$ cat src/rtl/fetch_stage.sv
`default_nettype none
// fetch_stage: RV64 instruction fetch with one outstanding bus request and a decode-side output register.
// Optional FETCH_MISALIGN_EN: misaligned fetch PCs skip the bus and present a nop flagged in out_exc.
module fetch_stage #(
    parameter int unsigned     XLEN   = 64,
    parameter logic [XLEN-1:0] PCINIT = XLEN'(64'h0000_0000_8000_0000)
) (
    input  logic            clk,
    input  logic            reset,
    output logic            ireq_valid,
    output logic [XLEN-1:0] ireq_addr,
    input  logic            iresp_data_ok,
    input  logic [31:0]     iresp_data,
    input  logic            redirect_valid,
    input  logic [XLEN-1:0] redirect_pc,
    input  logic            dec_ready,
    output logic            out_valid,
    output logic [XLEN-1:0] out_pc,
    output logic [31:0]     out_instr,
    output logic            out_exc
);

    typedef enum logic [1:0] {
        ST_IDLE = 2'd0,
        ST_REQ  = 2'd1,
        ST_DROP = 2'd2,
        ST_HOLD = 2'd3
    } state_t;

    state_t          state_q;
    logic [XLEN-1:0] pc_q;
    logic [XLEN-1:0] req_addr_q;
    logic [XLEN-1:0] out_pc_q;
    logic [31:0]     out_instr_q;
    logic            out_valid_q;
    logic [XLEN-1:0] seq_pc_d;

    assign seq_pc_d = out_pc_q + XLEN'(4);

`ifdef FETCH_MISALIGN_EN
    localparam logic [31:0] NOP_INSTR = 32'h0000_0013;
    logic out_exc_q;
    logic misalign_d;

    // Misaligned addresses never reach the bus, so REQ drops its request for them.
    assign misalign_d = (req_addr_q[1:0] != 2'b00);
    assign ireq_valid = ((state_q == ST_REQ) && !misalign_d) || (state_q == ST_DROP);
    assign out_exc    = out_exc_q;
`else
    assign ireq_valid = (state_q == ST_REQ) || (state_q == ST_DROP);
    assign out_exc    = 1'b0;
`endif

    assign ireq_addr = req_addr_q;
    assign out_valid = out_valid_q;
    assign out_pc    = out_pc_q;
    assign out_instr = out_instr_q;

    always_ff @(posedge clk or negedge reset) begin
        if (!reset) begin
            state_q     <= ST_IDLE;
            pc_q        <= PCINIT;
            req_addr_q  <= '0;
            out_valid_q <= 1'b0;
            out_pc_q    <= '0;
            out_instr_q <= '0;
`ifdef FETCH_MISALIGN_EN
            out_exc_q   <= 1'b0;
`endif
        end else begin
            case (state_q)
                ST_IDLE: begin
                    if (redirect_valid) begin
                        pc_q       <= redirect_pc;
                        req_addr_q <= redirect_pc;
                    end else begin
                        req_addr_q <= pc_q;
                    end
                    state_q <= ST_REQ;
                end

                ST_REQ: begin
`ifdef FETCH_MISALIGN_EN
                    if (misalign_d) begin
                        if (redirect_valid) begin
                            pc_q       <= redirect_pc;
                            req_addr_q <= redirect_pc;
                        end else begin
                            out_valid_q <= 1'b1;
                            out_pc_q    <= req_addr_q;
                            out_instr_q <= NOP_INSTR;
                            out_exc_q   <= 1'b1;
                            state_q     <= ST_HOLD;
                        end
                    end else
`endif
                    if (redirect_valid && iresp_data_ok) begin
                        pc_q       <= redirect_pc;
                        req_addr_q <= redirect_pc;
                    end else if (redirect_valid) begin
                        // Old request stays on the bus until its response is drained in DROP.
                        pc_q    <= redirect_pc;
                        state_q <= ST_DROP;
                    end else if (iresp_data_ok) begin
                        out_valid_q <= 1'b1;
                        out_pc_q    <= req_addr_q;
                        out_instr_q <= iresp_data;
`ifdef FETCH_MISALIGN_EN
                        out_exc_q   <= 1'b0;
`endif
                        state_q     <= ST_HOLD;
                    end
                end

                ST_DROP: begin
                    if (iresp_data_ok) begin
                        req_addr_q <= redirect_valid ? redirect_pc : pc_q;
                        state_q    <= ST_REQ;
                    end
                    if (redirect_valid) begin
                        pc_q <= redirect_pc;
                    end
                end

                ST_HOLD: begin
                    if (redirect_valid) begin
                        out_valid_q <= 1'b0;
                        pc_q        <= redirect_pc;
                        req_addr_q  <= redirect_pc;
                        state_q     <= ST_REQ;
                    end else if (dec_ready) begin
                        out_valid_q <= 1'b0;
                        pc_q        <= seq_pc_d;
                        req_addr_q  <= seq_pc_d;
                        state_q     <= ST_REQ;
                    end
                end

                default: begin
                    state_q <= ST_IDLE;
                end
            endcase
        end
    end

endmodule
`default_nettype wire

$ cat config.mk
export PLATFORM = sky130hd
export DESIGN_NAME = fetch_stage
export DESIGN_NICKNAME = d
export VERILOG_FILES = /design/src/rtl/fetch_stage.sv
export SDC_FILE = /design/constraint.sdc
export NUM_CORES = 1
export LEC_CHECK = 0
export ABC_AREA = 1
export BUFFER_PORTS_ARGS = -buffer_cell sky130_fd_sc_hd__buf_4
export CORE_MARGIN = 5
export CORE_UTILIZATION = 56
export CTS_BUF_LIST = sky130_fd_sc_hd__clkbuf_16
export DETAILED_ROUTE_END_ITERATION = 8
export PLACE_DENSITY = 0.92
export RECOVER_POWER = 50
export SYNTH_ARGS = -nofsm -noshare
export SYNTH_HDL_FRONTEND = slang
export SYNTH_SLANG_ARGS = --single-unit
$ cat constraint.sdc
create_clock -name clk -period 2.6 [get_ports clk]
set_input_delay 0 -clock clk [delete_from_list [all_inputs] [get_ports clk]]
set_output_delay 0 -clock clk [all_outputs]
set_load 0.005 [all_outputs]
==> results of run 1 <==
-- layer usage --
metal	vias up	wire, um	share of wire
met5	-	0	0
met2	1020	23350	0.47
met3	223	5029	0.10
met1	7093	18700	0.38
met4	0	2579	0.052
li1	6710	-	-
-- per-stage QoR --
step | setup slack [ns] | util | std cells | total power, mW
final | 0.1516 | 0.7316 | 2503 | 20.20
after global routing | 0.006062 | 0.7316 | 2503 | 21.38
after CTS | 0.1973 | 0.7368 | 2503 | 20.04
after detailed placement | 0.2661 | 0.6626 | 2359 | 16.52
after global placement | 0.3776 | 0.6626 | 2359 | 16.14
after floorplan | 0.6369 | - | 1851 | 11.89
-- worst max-delay path, cell delays in order, from the launching register on --
cell	delay (ns)
sky130_fd_sc_hd__dfrtp_1	0.40
sky130_fd_sc_hd__inv_1	0.09
sky130_fd_sc_hd__ha_2	0.22
sky130_fd_sc_hd__nor3_1	0.67
sky130_fd_sc_hd__clkinv_1	0.20
sky130_fd_sc_hd__buf_4	0.37
sky130_fd_sc_hd__a21oi_1	0.23
sky130_fd_sc_hd__a22oi_1	0.09
-- final cells by class --
type                            count  area share
Tap cell                          319     0.02338
Sequential cell                   227      0.3328
Inverter                          132     0.02910
Timing Repair Buffer              393      0.1865
Clock inverter                     20    0.006743
Clock buffer                       25     0.03665
Multi-Input combinational cell   1387      0.3847
-- placed cells by master (no fill, tap or decap), types with 11 or more instances in the layout --
| master | netlist | final |
|---|---|---|
| sky130_fd_sc_hd__o21ai_0 | 131 | 131 |
| sky130_fd_sc_hd__a22oi_1 | 29 | 29 |
| sky130_fd_sc_hd__o21ai_1 | 11 | 11 |
| sky130_fd_sc_hd__nand2_1 | 692 | 692 |
| sky130_fd_sc_hd__dfrtp_1 | 226 | 226 |
| sky130_fd_sc_hd__a221oi_1 | 52 | 52 |
| sky130_fd_sc_hd__dlygate4sd3_1 | 0 | 99 |
| sky130_fd_sc_hd__a2bb2oi_1 | 20 | 20 |
| sky130_fd_sc_hd__inv_1 | 124 | 129 |
| sky130_fd_sc_hd__xor2_1 | 14 | 14 |
| sky130_fd_sc_hd__clkbuf_16 | 0 | 25 |
| sky130_fd_sc_hd__nor2_1 | 145 | 143 |
| sky130_fd_sc_hd__nand4_1 | 20 | 20 |
| sky130_fd_sc_hd__nand3_1 | 80 | 80 |
| sky130_fd_sc_hd__buf_4 | 3 | 201 |
| sky130_fd_sc_hd__clkbuf_4 | 0 | 59 |
| sky130_fd_sc_hd__clkbuf_1 | 62 | 25 |
| sky130_fd_sc_hd__or2_2 | 23 | 24 |
| sky130_fd_sc_hd__a21oi_1 | 98 | 98 |
-- repair_timing --
item / 4_1_cts / 5_1_grt
buffers inserted: 0 / 0
resized for setup: 0 / 0
hold endpoints to repair: 231 / 0
hold buffers: 99 / 0
-- cell families (layout without fill, tap and decap cells) --
group | after synthesis | after routing | share of synthesized area
flops | 227 | 227 | 0.4316
other cells | 1 | 1 | 0.0002849
compound gates | 373 | 373 | 0.1737
fa+ha+maj | 5 | 5 | 0.004752
simple gates | 987 | 987 | 0.3045
buf+inv | 237 | 570 | 0.07110
xor+xnor | 21 | 21 | 0.01397
-- power by group through the flow --
stage / Clock [mW] / Sequential [mW] / Combinational [mW]
global route: 3.49 / 7.19 / 10.7
global placement: 0 / 6.89 / 9.25
detailed placement: 0 / 6.94 / 9.58
finish: 3.33 / 7.01 / 9.86
CTS: 3.33 / 6.93 / 9.78
floorplan: 0 / 6.57 / 5.33
-- path summary, 6_finish.rpt --
kind | slack [ns] | depth (start not counted) | end
worst max-delay path | 0.15 | 7 | pc_q[28]
worst min-delay path | 0.06 | 7 | state_q[0]
worst max register to register | 0.15 | 7 | pc_q[28]
worst min register to register | 0.47 | 2 | out_instr[26]
max in group asynchronous | 0.46 | 3 | out_pc[30]
min in group asynchronous | 0.57 | 2 | ireq_addr[3]
-- sequential cells by signal (all words and copies together), names as in the netlist --
register	cells
ireq_addr	64
out_pc	64
pc_q	64
out_instr	32
state_q	2
out_valid	1
==> results.cfg, run 1 <==
[finish]
footprint_of_the_multi_input_gates_um2 = 6568
num-nets-final = 2272
seqCellArea_um2 = 5682
postLayoutCellArea_um2 = 17070
n_fill_cell = 1751
diodes = 0
final_layout_size_suffix_gt1_frac = 0.1612
syn_to_final_growth_pct = 29.67

[clocking]
cts_tree = yes
clkTransAtPathRegs_ns = 0.06
insertion_delay_ns = 0.52
clock_tree.root_cell = sky130_fd_sc_hd__clkbuf_16
clockBufferDepth = 3
htree_depth = 1
cts_inserted_buffers = 25
number_of_clock_sinks = 227

[yosys]
cell_type_with_the_highest_aggregate_area_in_the_netlist = sky130_fd_sc_hd__dfrtp_1
async_reset_ff_frac = 1.000
synthTopCellsByCount = 692 x sky130_fd_sc_hd__nand2_1, 226 x sky130_fd_sc_hd__dfrtp_1, 145 x sky130_fd_sc_hd__nor2_1, 131 x sky130_fd_sc_hd__o21ai_0, 124 x sky130_fd_sc_hd__inv_1
synth-edff-count = 0
netlist.area_leader.share = 0.4296
post_synth_instance_area_um2 = 13160
ys_seq_elements = 227
yosys_most_used_dff = sky130_fd_sc_hd__dfrtp_1
netlist_top_cells_area = sky130_fd_sc_hd__dfrtp_1 43%, sky130_fd_sc_hd__nand2_1 20%, sky130_fd_sc_hd__o21ai_0 5.0%, sky130_fd_sc_hd__nor2_1 4.1%, sky130_fd_sc_hd__a21oi_1 3.7%
yosys.cell_types.count = 46
net_count_after_synthesis = 1957
synth_most_common_cell = sky130_fd_sc_hd__nand2_1
synth-seq-area-share = 0.4316
syn_area_per_cell_um2 = 7.112
synth_warnings = 0
syn-instance-count = 1851

[hold_path]
hold_path_class = in2reg
timing.hold.worst.start = dec_ready

[die]
horiz_die_dim_um = 163.3
die_height_um = 163.3
count_of_boundary_i_o_pins = 264
design.core.area_um2 = 23330
initial_utilization = 0.5642
placementRows = 56
die_ar_um2 = 26670

[routing]
drtAntennaViolNets = 0
detail_route.wirelength_mm = 49.66
drcViolationCount = 0
vias = 15046
drt-vias-per-instance = 6.011
dr.pass1.iters = 8
dr.first_iter.drc_count = 1834
routedWlPerCell_um = 19.84

[timing]
finalSetupViolCount = 0
timing_max_transition_violations_final = 75
finalHoldViolations = 0
clk_skew_ns = 0.009670
setup-tns-final_ns = 0
maxClockFrequency_mhz = 408.4
worst_slew_margin_rel = -0.2770
finalCritPeriodShare = 0.9417
period_needed_ns = 2.448
hold_ws_ns = 0.06436
timing_worst_slew_pin_value_ns = 1.916
grt_setup_unrepaired = no

[power]
power.share.sequential = 0.347
switching_share = 0.4460
power_leakage_nw = 8.241
ir_drop_uv = 978.5
powerDensity_nw_per_um2 = 1183
internal_power_mw = 11.19
power_frac_comb = 0.488
clkPwrFrac = 0.165
psw_mw = 9.009

[global_route]
grt_remaining_overflow = 0
grt_max_degree = 96
use_met2 = 0.6004
antenna_violations_before_repair = 0
grt_use_met1 = 0.4640
grt_first_pass_wirelength_mm = 77.94
grt_busiest_layer = met2
grtUsageMet3 = 0.06863
globalRouteTotalUtil = 0.3624
first_global_vias = 14690

[placed_design]
port-buffer-count = 262
detailedPlacementHpwl_mm = 32.35
routability_congestion = 1.007
dpl-instance-area_um2 = 15460

[worst_setup_path]
kind_of_critical_path = reg2reg
worst_path_max_fanout = 42
worstSetupEndpointType = register
cp.arrival_ns = 2.81
required_ns = 2.96
launch_point_of_the_critical_path = state_q[1]
critical_path.reg2reg.startpoint = state_q[1]
crit_path_start_kind = register

[run_status]
outcome = complete, but fails checks
failed_checks = capacitance limit, slew limit

[flow_run]
maxCapViolCount = 1
Power figures use the tool's default switching activity.
==> run 2, diff against run 1 <==
- SETUP_SLACK_MARGIN: default -> 0.4
==> results.cfg, run 2 (same netlist as run 1, synthesis figures left out) <==
[run_status]
outcome = complete, but fails checks
failed_checks = capacitance limit, slew limit

[routing]
routedWlPerCell_um = 20.39
vias = 15281
dr.first_iter.drc_count = 2218
drcViolationCount = 0
drtAntennaViolNets = 0
drt-vias-per-instance = 6.076
dr.pass1.iters = 7
detail_route.wirelength_mm = 51.28

[timing]
worst_slew_margin_rel = -0.3110
setup-tns-final_ns = 0
timing_worst_slew_pin_value_ns = 1.967
timing_max_transition_violations_final = 73
finalHoldViolations = 0
postLayoutSetupSlackWorst_ns = 0.3538
clk_skew_ns = 0.01073
finalSetupViolCount = 0
grt_setup_unrepaired = yes
period_needed_ns = 2.246
finalCritPeriodShare = 0.8639
maxClockFrequency_mhz = 445.2

[placed_design]
routability_congestion = 1.007
port-buffer-count = 262
post-place-ws_ns = 0.2661
detailedPlacementHpwl_mm = 32.35

[clocking]
htree_depth = 1
cts_inserted_buffers = 25
clockBufferDepth = 3
insertion_delay_ns = 0.53
clkTransAtPathRegs_ns = 0.06
number_of_clock_sinks = 227
clock_tree.root_cell = sky130_fd_sc_hd__clkbuf_16
cts_tree = yes

[die]
horiz_die_dim_um = 163.3
design.core.area_um2 = 23330
count_of_boundary_i_o_pins = 264
die_ar_um2 = 26670
die_height_um = 163.3
placementRows = 56
initial_utilization = 0.5642

[finish]
final_layout_size_suffix_gt1_frac = 0.1858
layout_commonest_cell = sky130_fd_sc_hd__nand2_1
most-common-layout-cells = 688 x sky130_fd_sc_hd__nand2_1, 206 x sky130_fd_sc_hd__buf_4, 205 x sky130_fd_sc_hd__dfrtp_1
num-nets-final = 2284
diodes = 0
syn_to_final_growth_pct = 32.15
n_fill_cell = 1682

[power]
ir_drop_uv = 1002
power_leakage_nw = 8.345
powerDensity_nw_per_um2 = 1182

[global_route]
grt_max_degree = 79
globalRouteTotalUtil = 0.3664
grt_first_pass_wirelength_mm = 78.74
antenna_violations_before_repair = 0
first_global_vias = 14846
grt_remaining_overflow = 0

[worst_setup_path]
worst_path_max_fanout = 30
crit_path_start_kind = register
critical_path.cell_chain = ha_2, buf_4, nor2_4, inv_1, o211ai_1, nand2_1, o21ai_1
required_ns = 3.04
kind_of_critical_path = reg2reg
worst_path_dominant_cell_family = simple AND/OR/NAND/NOR gates
worstSetupEndpointType = register
critical_path_buf_inv_count = 2
cp_slowest_stage_delay_ns = 0.51
critical-path-slowest-cell = sky130_fd_sc_hd__nor2_4
cp.arrival_ns = 2.69

[hold_path]
hold_path_class = in2reg

[flow_run]
maxCapViolCount = 1
## run 2: worst paths after layout
kind,from,end,slack (ns),cells after the start
max,state_q[0],ireq_addr[6],0.35,7
min,dec_ready,state_q[0],0.14,7
max reg2reg,state_q[0],ireq_addr[6],0.35,7
min reg2reg,out_instr[26],out_instr[26],0.47,2
max in group asynchronous,reset,out_pc[30],0.73,3
min in group asynchronous,reset,ireq_addr[3],0.59,2
## run 2: area by class of cell
class	count	area [um^2]	share of cell area
sequential	227	5708	0.3281
inverter	132	506.7	0.02913
tap	319	399.1	0.02294
clock buffer	25	625.6	0.03596
timing repair buffer	405	3337	0.1918
clock inverter	20	115.1	0.006617
multi-input combinational	1387	6705	0.3854
## run 2: metal layers
metal | global-route usage | up-vias | share of wire
met5 | 0 | - | 0
met4 | 0.1758 | 0 | 0.054
met3 | 0.07292 | 225 | 0.11
met2 | 0.6017 | 1168 | 0.47
met1 | 0.4670 | 7147 | 0.37
li1 | - | 6741 | -
## run 2: repair_timing
item                                    CTS  global route
cloned                                    1             1
gates resized for setup                   6            58
setup buffers                             4             6
pin swaps                                 2             5
endpoints found under the setup margin   87           125
endpoints found under the hold margin   231             0
hold buffers                             99             0
## run 2: tightest hold or removal path, stage by stage
cell                      delay (ns)
sky130_fd_sc_hd__buf_4          0.11
sky130_fd_sc_hd__nor3_4         0.05
sky130_fd_sc_hd__inv_2          0.04
sky130_fd_sc_hd__nand2_1        0.05
sky130_fd_sc_hd__a31oi_1        0.21
sky130_fd_sc_hd__nand2_1        0.09
sky130_fd_sc_hd__nand2_1        0.07
## run 2: report_power, final
part	switching [mW]	internal, mW
Combinational	5.97	4.20
Sequential	1.73	5.32
Clock	1.51	1.84
## run 2: metrics by stage
stage,total power [mW],instance area [um^2],utilization,cells,hold WS (ns)
after floorplan,11.89,13160,-,1851,-0.2956
after global placement,16.14,15460,0.6626,2359,0.007435
after detailed placement,16.52,15460,0.6626,2359,0.01516
after CTS,20.10,17270,0.7403,2508,0.05605
after global routing,21.71,17400,0.7456,2515,0.1871
final,20.57,17400,0.7456,2515,0.1353
